File: src/rtl/if_id_reg.sv
// ---------------------------------------------------------------------------
// if_id_reg
// Pipeline register between instruction fetch (IF) and decode (ID).
// Captures the fetched PC, instruction word, fetch exception code and
// delay-slot flag. It holds on stall, inserts a bubble on flush, and clears
// completely on exception/interrupt entry. A faulting fetch becomes a NOP
// that carries its exception code down the pipe.
//
// Ports:
//   clk        in   1   clock, rising edge
//   reset      in   1   synchronous, active-high
//   stall      in   1   hold every output
//   flush      in   1   insert bubble (ignored while stall=1)
//   exc_flush  in   1   clear stage to reset state (overrides stall)
//   if_pc      in  32   PC of the fetched instruction
//   if_instr   in  32   instruction word from IM
//   if_exc     in   5   fetch exception code (0 = none, 4 = AdEL)
//   if_bd      in   1   fetched instruction sits in a delay slot
//   id_pc      out 32   registered PC
//   id_pc8     out 32   registered PC+8 (link address)
//   id_instr   out 32   registered instruction, 0 for bubbles and faults
//   id_exc     out  5   registered exception code
//   id_bd      out  1   registered delay-slot flag
//   id_valid   out  1   1 = real instruction, 0 = bubble
// ---------------------------------------------------------------------------
module if_id_reg #(
    parameter logic [31:0] RESET_PC = 32'h0000_3000
) (
    input  logic        clk,
    input  logic        reset,
    input  logic        stall,
    input  logic        flush,
    input  logic        exc_flush,
    input  logic [31:0] if_pc,
    input  logic [31:0] if_instr,
    input  logic [4:0]  if_exc,
    input  logic        if_bd,
    output logic [31:0] id_pc,
    output logic [31:0] id_pc8,
    output logic [31:0] id_instr,
    output logic [4:0]  id_exc,
    output logic        id_bd,
    output logic        id_valid
);

    logic [31:0] pc_d, pc_q;
    logic [31:0] pc8_d, pc8_q;
    logic [31:0] instr_d, instr_q;
    logic [4:0]  exc_d, exc_q;
    logic        bd_d, bd_q;
    logic        valid_d, valid_q;

    // Link address comes from the incoming PC; carry out is discarded so
    // 0xFFFF_FFFC wraps to 0x0000_0004.
    logic [31:0] if_pc8;
    assign if_pc8 = if_pc + 32'd8;

    always_comb begin
        // Default: hold (covers stall).
        pc_d    = pc_q;
        pc8_d   = pc8_q;
        instr_d = instr_q;
        exc_d   = exc_q;
        bd_d    = bd_q;
        valid_d = valid_q;

        if (reset || exc_flush) begin
            pc_d    = RESET_PC;
            pc8_d   = RESET_PC + 32'd8;
            instr_d = 32'd0;
            exc_d   = 5'd0;
            bd_d    = 1'b0;
            valid_d = 1'b0;
        end else if (stall) begin
            // Branch in ID unresolved: hold, and ignore flush.
        end else if (flush) begin
            // Bubble keeps the fetched PC as a valid EPC candidate.
            pc_d    = if_pc;
            pc8_d   = if_pc8;
            instr_d = 32'd0;
            exc_d   = 5'd0;
            bd_d    = 1'b0;
            valid_d = 1'b0;
        end else begin
            pc_d    = if_pc;
            pc8_d   = if_pc8;
            bd_d    = if_bd;
            valid_d = 1'b1;
            if (if_exc != 5'd0) begin
                // Faulting fetch becomes a NOP so later stages see no side effects.
                instr_d = 32'd0;
                exc_d   = if_exc;
            end else begin
                instr_d = if_instr;
                exc_d   = 5'd0;
            end
        end
    end

    always_ff @(posedge clk) begin
        pc_q    <= pc_d;
        pc8_q   <= pc8_d;
        instr_q <= instr_d;
        exc_q   <= exc_d;
        bd_q    <= bd_d;
        valid_q <= valid_d;
    end

    assign id_pc    = pc_q;
    assign id_pc8   = pc8_q;
    assign id_instr = instr_q;
    assign id_exc   = exc_q;
    assign id_bd    = bd_q;
    assign id_valid = valid_q;

endmodule

File: config.mk
export PLATFORM = sky130hd
export DESIGN_NAME = if_id_reg
export DESIGN_NICKNAME = d
export VERILOG_FILES = /design/src/rtl/if_id_reg.sv
export SDC_FILE = /design/constraint.sdc
export NUM_CORES = 1
export LEC_CHECK = 0
export ABC_AREA = 1
export CORE_MARGIN = 2
export CORE_UTILIZATION = 55
export DETAILED_ROUTE_END_ITERATION = 6
export DONT_BUFFER_PORTS = 1
export GPL_TIMING_DRIVEN = 0
export PLACE_DENSITY = 0.81
export SKIP_LAST_GASP = 1
export SLEW_MARGIN = 20
export SYNTH_ARGS = -nofsm -noshare
export SYNTH_HDL_FRONTEND = slang
export SYNTH_SLANG_ARGS = --single-unit
File: constraint.sdc
create_clock -name clk -period 3.1 [get_ports clk]
set_input_delay 0.93 -clock clk [delete_from_list [all_inputs] [get_ports clk]]
set_output_delay 0.93 -clock clk [all_outputs]
set_load 0.01 [all_outputs]
## After elaboration in Yosys (flattened, before gate mapping)

Index checks and enable logic that the tools add are counted.

- Register bits: 103
- Bits of input ports: 75
- Output and inout bits: 103
- Word-level logic and storage cells: 15

- $add $sub $neg: 1
- Muxes and demuxes: 6
- Reduce and logical (&&, ||, !) cells: 2

Operators with widths:

| operator | count |
|---|---|
| $mux 32 | 2 |
| $add 32x4->32 const B | 1 |
| $mux 5 | 2 |
| $reduce_bool 5->1 | 1 |
| $mux 1 | 2 |
| $logic_or 1x1->1 | 1 |

## Logic depth before layout (Yosys ltp)

- Depth in word-level cells: 3
- Gate-level depth with buffers: 10
- Gate-level depth less buffers: 9

## Worst setup path before layout

OpenSTA, ideal clock, no wires.

- Path type: input port to flip-flop
- Start point: input port if_pc[3]
- End point: register pc8_q[27] (netlist: id_pc8[27])
- Library setup time: 0.111 ns
- Arrival: 1.807 ns
- Data required time: 2.989 ns
- Path slack: 1.182 ns
- Stages: 9
- Buffers on the path: 0
- Cells stage by stage: ha_1 > nand2_1 > nor2_1 > nand2_2 > nor2_4 > and2_4 > nand2_1 > nor2_1 > nor2_1

- Word-level cells in the longest chain between the ends: 1

Ends and longest elaborated chain:

| item | RTL line | text |
|---|---|---|
| from (decl) | 34 | `input logic [31:0] if_pc,` |
| $add 32x4->32 | 56 | `assign if_pc8 = if_pc + 32'd8;` |
| to (signal assigned) | 102 | `pc8_q <= pc8_d;` |
| to (decl) | 47 | `logic [31:0] pc8_d, pc8_q;` |

No other way between the ends.
A chain may end at the register's enable or synchronous reset.

==> flow_metrics.tcl <==
set metrics [dict create \
    outcome "finished clean" \
    hold_buffers 0 \
    antenna_found_initial 0 \
    synthCells 612 \
    skew_ns 0 \
    root_buffer "clkbuf_8" \
    gr-total-overflow 0 \
    layout_setup_ws_ns 1.23 \
    syn_to_final_growth_pct 7.39 \
    final-setup-viol-count 0 \
    routed-via-count 4056 \
    p_leak_nw 1.86 \
    coreArea_sq_um 7690 \
    drv_slew 0 \
    grt_usage_pct 27.2 \
    drc 0 \
    cp.required_ns 2.17 \
    grt_pass1_wl_um 18700 \
    fin_cells 730 \
    wl_per_cell_um 16.4 \
    critPathTopFamily "flip-flops" \
    worstPathArrival_ns 0.94 \
    syn_area_sq_um 4340 \
    yosysTopAreaCell "dfxtp_1" \
    placed_cell_area_sq_um 4460 \
    r2r_slack_ns 2.25 \
    cp-endpoint "id_pc8[0]" \
    ys_types 31 \
    cts_resized 0 \
    r2r-start "id_pc8[16]$_SDFFE_PP0N_" \
    tightest_slew_ns 0.527 \
    numPortBuffers 0 \
    dieArea_sq_um 8610 \
    min_path_type "flip-flop to flip-flop" \
    synthTopCellsByCount "170 x nand2_1, 100 x dfxtp_1, 88 x nor2_1" \
    async_flop_share_pct 0 \
    cp-end-kind "output pin" \
    fin_nets 699 \
    r2r-end "id_pc8[16]$_SDFFE_PP0N_" \
    critical_path.slowest_cell "dfxtp_1" \
    ant_nets 0 \
    reg2regPathDepth 3 \
    start_util_pct 56.4 \
    cts_buffer_depth 2 \
    first_pass_iters 5 \
    period_needed_ns 1.87 \
    syn_area_per_cell_sq_um 7.09 \
    ys.flop_type "dfxtp_1" \
    post_cts_buffers 0 \
    dp_hpwl_um 9130 \
    slowest_delay_ns 0.42 \
    crit_start "id_pc[0]$_SDFFE_PP0N_" \
    crit_chain "buf_4" \
    yosysMostFrequentCell "nand2_1" \
    critPathKind "flip-flop to output pin" \
    critPathMaxFanout 3 \
    maxSlewHeadroom_pct 64.8 \
    setup-tns-final_ns 0 \
    start_kind "flip-flop" \
    post-route-util_pct 60.6 \
    synth-edff-count 0 \
    fillers 771 \
    synth_nets 688 \
    place.gp.congestion 0.880 \
    placementRows 32 \
    path_buf_inv 1 \
    cts_num_sinks 100 \
    clk_latency_ns 0.36 \
    drive_above_1_share_pct 8.60 \
    ys_seq_elements 100 \
    register_area_sq_um 2000 \
    rsz0062_at_grt "no" \
    die_h_um 92.8 \
    drt-initial-drc-count 196 \
    synth_seq_area_share_pct 46.2 \
    dpl.cell_count 714 \
    dp_slack_ns 0.911 \
    cts_made_buffers 9 \
    htreeDepth 3 \
    power_density_nw_per_um2 506 \
    yosysWarnings 0 \
    finalCritPeriodShare_pct 60.4 \
    max_freq_mhz 534 \
    grt_max_degree 20 \
    holdWs_ns 0.513 \
    routed_wl_um 11900 \
    max-vdd-ir-drop_mv 0.289 \
    cp.depth 1 \
    via_per_inst 5.56 \
    p_total_mw 2.36 \
    multi_input_area_sq_um 1990 \
    path_clk_slew_ns 0.11 \
    boundaryPins 178 \
    yosysTopAreaCellShare_pct 46.2 \
    synth_area_leaders "dfxtp_1 46%, nand2_1 15%, a21oi_1 9.7%" \
    grt_pass1_vias 3966 \
    hold_viol 0 \
    die_w_um 92.8 \
    cap_viol_max_count 0 \
    postLayoutCellArea_sq_um 4660 \
    cts_tree "done" \
    num_antenna_cells 0 \
]
[cells by family (layout without fill, tap and decap cells)]
| family | Yosys count | count (layout) | synth area share, % |
|---|---|---|---|
| AOI/OAI and AO/OA | 104 | 104 | 12.3 |
| xor gates and xnor gates | 6 | 6 | 1.21 |
| adders and majority gates | 1 | 1 | 0.288 |
| buffers and inverters | 75 | 91 | 8.02 |
| DFF | 100 | 100 | 46.2 |
| and+or+nand+nor | 326 | 326 | 32.0 |
[routing by layer]
| layer | wire, um | share of wire (%) | vias up | GRT usage [%] |
|---|---|---|---|---|
| met5 | 0 | 0 | - | 0 |
| met4 | 255 | 2.1 | 0 | 11.0 |
| met3 | 1320 | 11 | 22 | 9.93 |
| met2 | 5650 | 47 | 201 | 45.0 |
| met1 | 4710 | 39 | 1856 | 32.1 |
| li1 | - | - | 1977 | - |
[state kept, by name, indices dropped and copies added, names as in the netlist]
signal and count:
id_bd 1, id_pc8 29, id_exc 5, id_pc 32, id_valid 1, id_instr 32
[worst min path at each step]
stage / from / end / slack, ns / depth (start not counted)
floorplan: id_pc8[3]$_SDFFE_PP1N_ / id_pc8[3]$_SDFFE_PP1N_ / 0.48 / 2
finish: id_pc8[3]$_SDFFE_PP1N_ / id_pc8[3]$_SDFFE_PP1N_ / 0.51 / 2
global placement: id_pc8[3]$_SDFFE_PP1N_ / id_pc8[3]$_SDFFE_PP1N_ / 0.50 / 2
detailed placement: id_pc8[3]$_SDFFE_PP1N_ / id_pc8[3]$_SDFFE_PP1N_ / 0.50 / 2
global route: id_instr[17]$_SDFFE_PP0N_ / id_instr[17]$_SDFFE_PP0N_ / 0.54 / 2
CTS: id_pc8[3]$_SDFFE_PP1N_ / id_pc8[3]$_SDFFE_PP1N_ / 0.52 / 2
[area by class of cell]
class | instances | area share (%)
buffer | 36 | 4.33
clock buffer | 9 | 2.66
clock inverter | 7 | 1.48
inverter | 39 | 3.14
multi-input combinational | 437 | 42.7
sequential | 100 | 43.0
tap | 102 | 2.74
[layout by cell type (no fill, tap or decap), types with 8 or more instances in the layout]
cell type and n:
nand2_1 170, dfxtp_1 100, nor2_1 88, a21oi_1 84, nand3_1 45, inv_1 36, clkbuf_1 15, o21ai_0 14
clkbuf_8 9, buf_2 8
[where the power goes]
part           switching, mW  internal (mW)
sequential            0.0369           1.31
combinational          0.130         0.0609
clock                  0.500          0.313
Power figures use the tool's default switching activity.
==> variant, RTL diff (config.mk and constraints unchanged) <==
Change the parameter `RESET_PC` from 32'h0000_3000 to 32'h00001800.
--- a/src/rtl/if_id_reg.sv
+++ b/src/rtl/if_id_reg.sv
@@ -24,7 +24,7 @@
 //   id_valid   out  1   1 = real instruction, 0 = bubble
 // ---------------------------------------------------------------------------
 module if_id_reg #(
-    parameter logic [31:0] RESET_PC = 32'h0000_3000
+    parameter logic [31:0] RESET_PC = 32'h00001800
 ) (
     input  logic        clk,
     input  logic        reset,
Function: changed (Yosys sat finds a counterexample within 4 cycles, from zero or initial values).
==> variant against the original RTL <==
Area after synthesis increased by 0.84%; final cell count decreased by 1.4%; power decreased by 2.2%; design area increased by 0.43%; first-iteration DRC count increased by 16%; synthesized cell count decreased by 1.6%; sequential cell count unchanged; routed wire length increased by 1.5%; die area increased by 0.80%; setup slack got worse by 0.0066 ns; critical endpoint is now id_pc8[1].
==> variant: results (changes against the original RTL) <==
Run status -> finished clean
Met3 WL -> 1.36 mm (+2.6%)
Worst-path clk slew -> 0.10 ns
CP Capture Point -> id_pc8[1]
DR iter-0 viols -> 228 (+16%)
Leakage -> 1.79 nW (-4.0%)
WHS Endpoint -> id_pc[13]
DP Worst Slack -> 0.933 ns (+0.0225 ns)
#FFs+latches synth -> 100 (unchanged)
Vias in the first global route -> 3852 (-2.9%)
Switching Share -> 27.4% (-0.92 points)
Met1 Usage GRT -> 32.9% (+0.86 points)
Hold_ws -> 0.516 ns (+0.00313 ns)
Via-to-Cell Ratio -> 5.61 (+0.96%)
GR met3 Demand/Resource -> 10.2% (+0.31 points)
M1 WL -> 4.77 mm (+1.1%)
Drt wl/cell -> 16.8 µm (+2.9%)
Reg2reg setup slack -> 2.29 ns (+0.04 ns)
Final Net Count -> 689 (-1.4%)
GP Congestion -> 0.905 (+2.8%)
Syn_nets -> 678 (-1.5%)
Avg Inst Size Synth -> 7.26 µm² (+2.5%)
Hold Path Origin -> id_pc[13]
First-pass GRT wire length -> 18.7 mm (about the same)
# Post-CTS Setup Buffers -> 0 (unchanged)
Fillers -> 711 (-7.8%)
Crit path launch -> id_pc[1]
Final Critical Period -> 1.88 ns (+0.00661 ns)
Worst reg2reg endpoint -> id_pc8[27]
Net Sw Power -> 0.000631 W (-5.4%)
Cell Area, Placed -> 4500 µm² (+0.81%)
Worst reg2reg path startpoint -> id_pc8[27]
VDD IR-drop max -> 0.000282 V (-2.4%)
Clock power share -> 32.9% (-1.6 points)
Largest net degree at the start of global routing -> 18 (-10%)
Register area share after synthesis -> 45.8% (-0.38 points)
Initial core utilization -> 56.6% (+0.18 points)
DR WL met2 -> 5.73 mm (+1.3%)
Largest cells by area after synthesis -> dfxtp_1 46%, nand2_1 14%, a21oi_1 8.8%
Distinct cells, synth -> 33 (+6.5%)
Placed cells -> 704 (-1.4%)
variant: cell count changes after synthesis, moves of 4 or more:
cell     change
a21oi_1      -7
nand3_2      +6
a21oi_2      +9
o21ai_0     -10
inv_1        -9
nor2_1       -4
o21ai_1      +9
nand3_1      -7
variant: cell families (layout without fill, tap and decap cells):
kind of cell	count (synthesis)	count (layout)	share of synthesized area [%]
DFF	100	100	45.8
AOI/OAI and AO/OA	106	106	13.3
adders and majority gates	1	1	0.286
buffers and inverters	67	83	7.12
xor gates and xnor gates	6	6	1.20
and+or+nand+nor	322	322	32.3
variant: area by class of cell:
class	instances	area, µm²	area share, %
Multi-Input combinational cell	435	2060	44.0
Sequential cell	100	2000	42.8
Buffer	36	195	4.17
Clock buffer	10	128	2.73
Tap cell	102	128	2.73
Inverter	31	116	2.49
Clock inverter	6	48.8	1.04
variant: tightest hold or removal path: stages, from the launching register on:
cell	delay, ns
dfxtp_1	0.35
nand2_1	0.07
a21oi_1	0.06
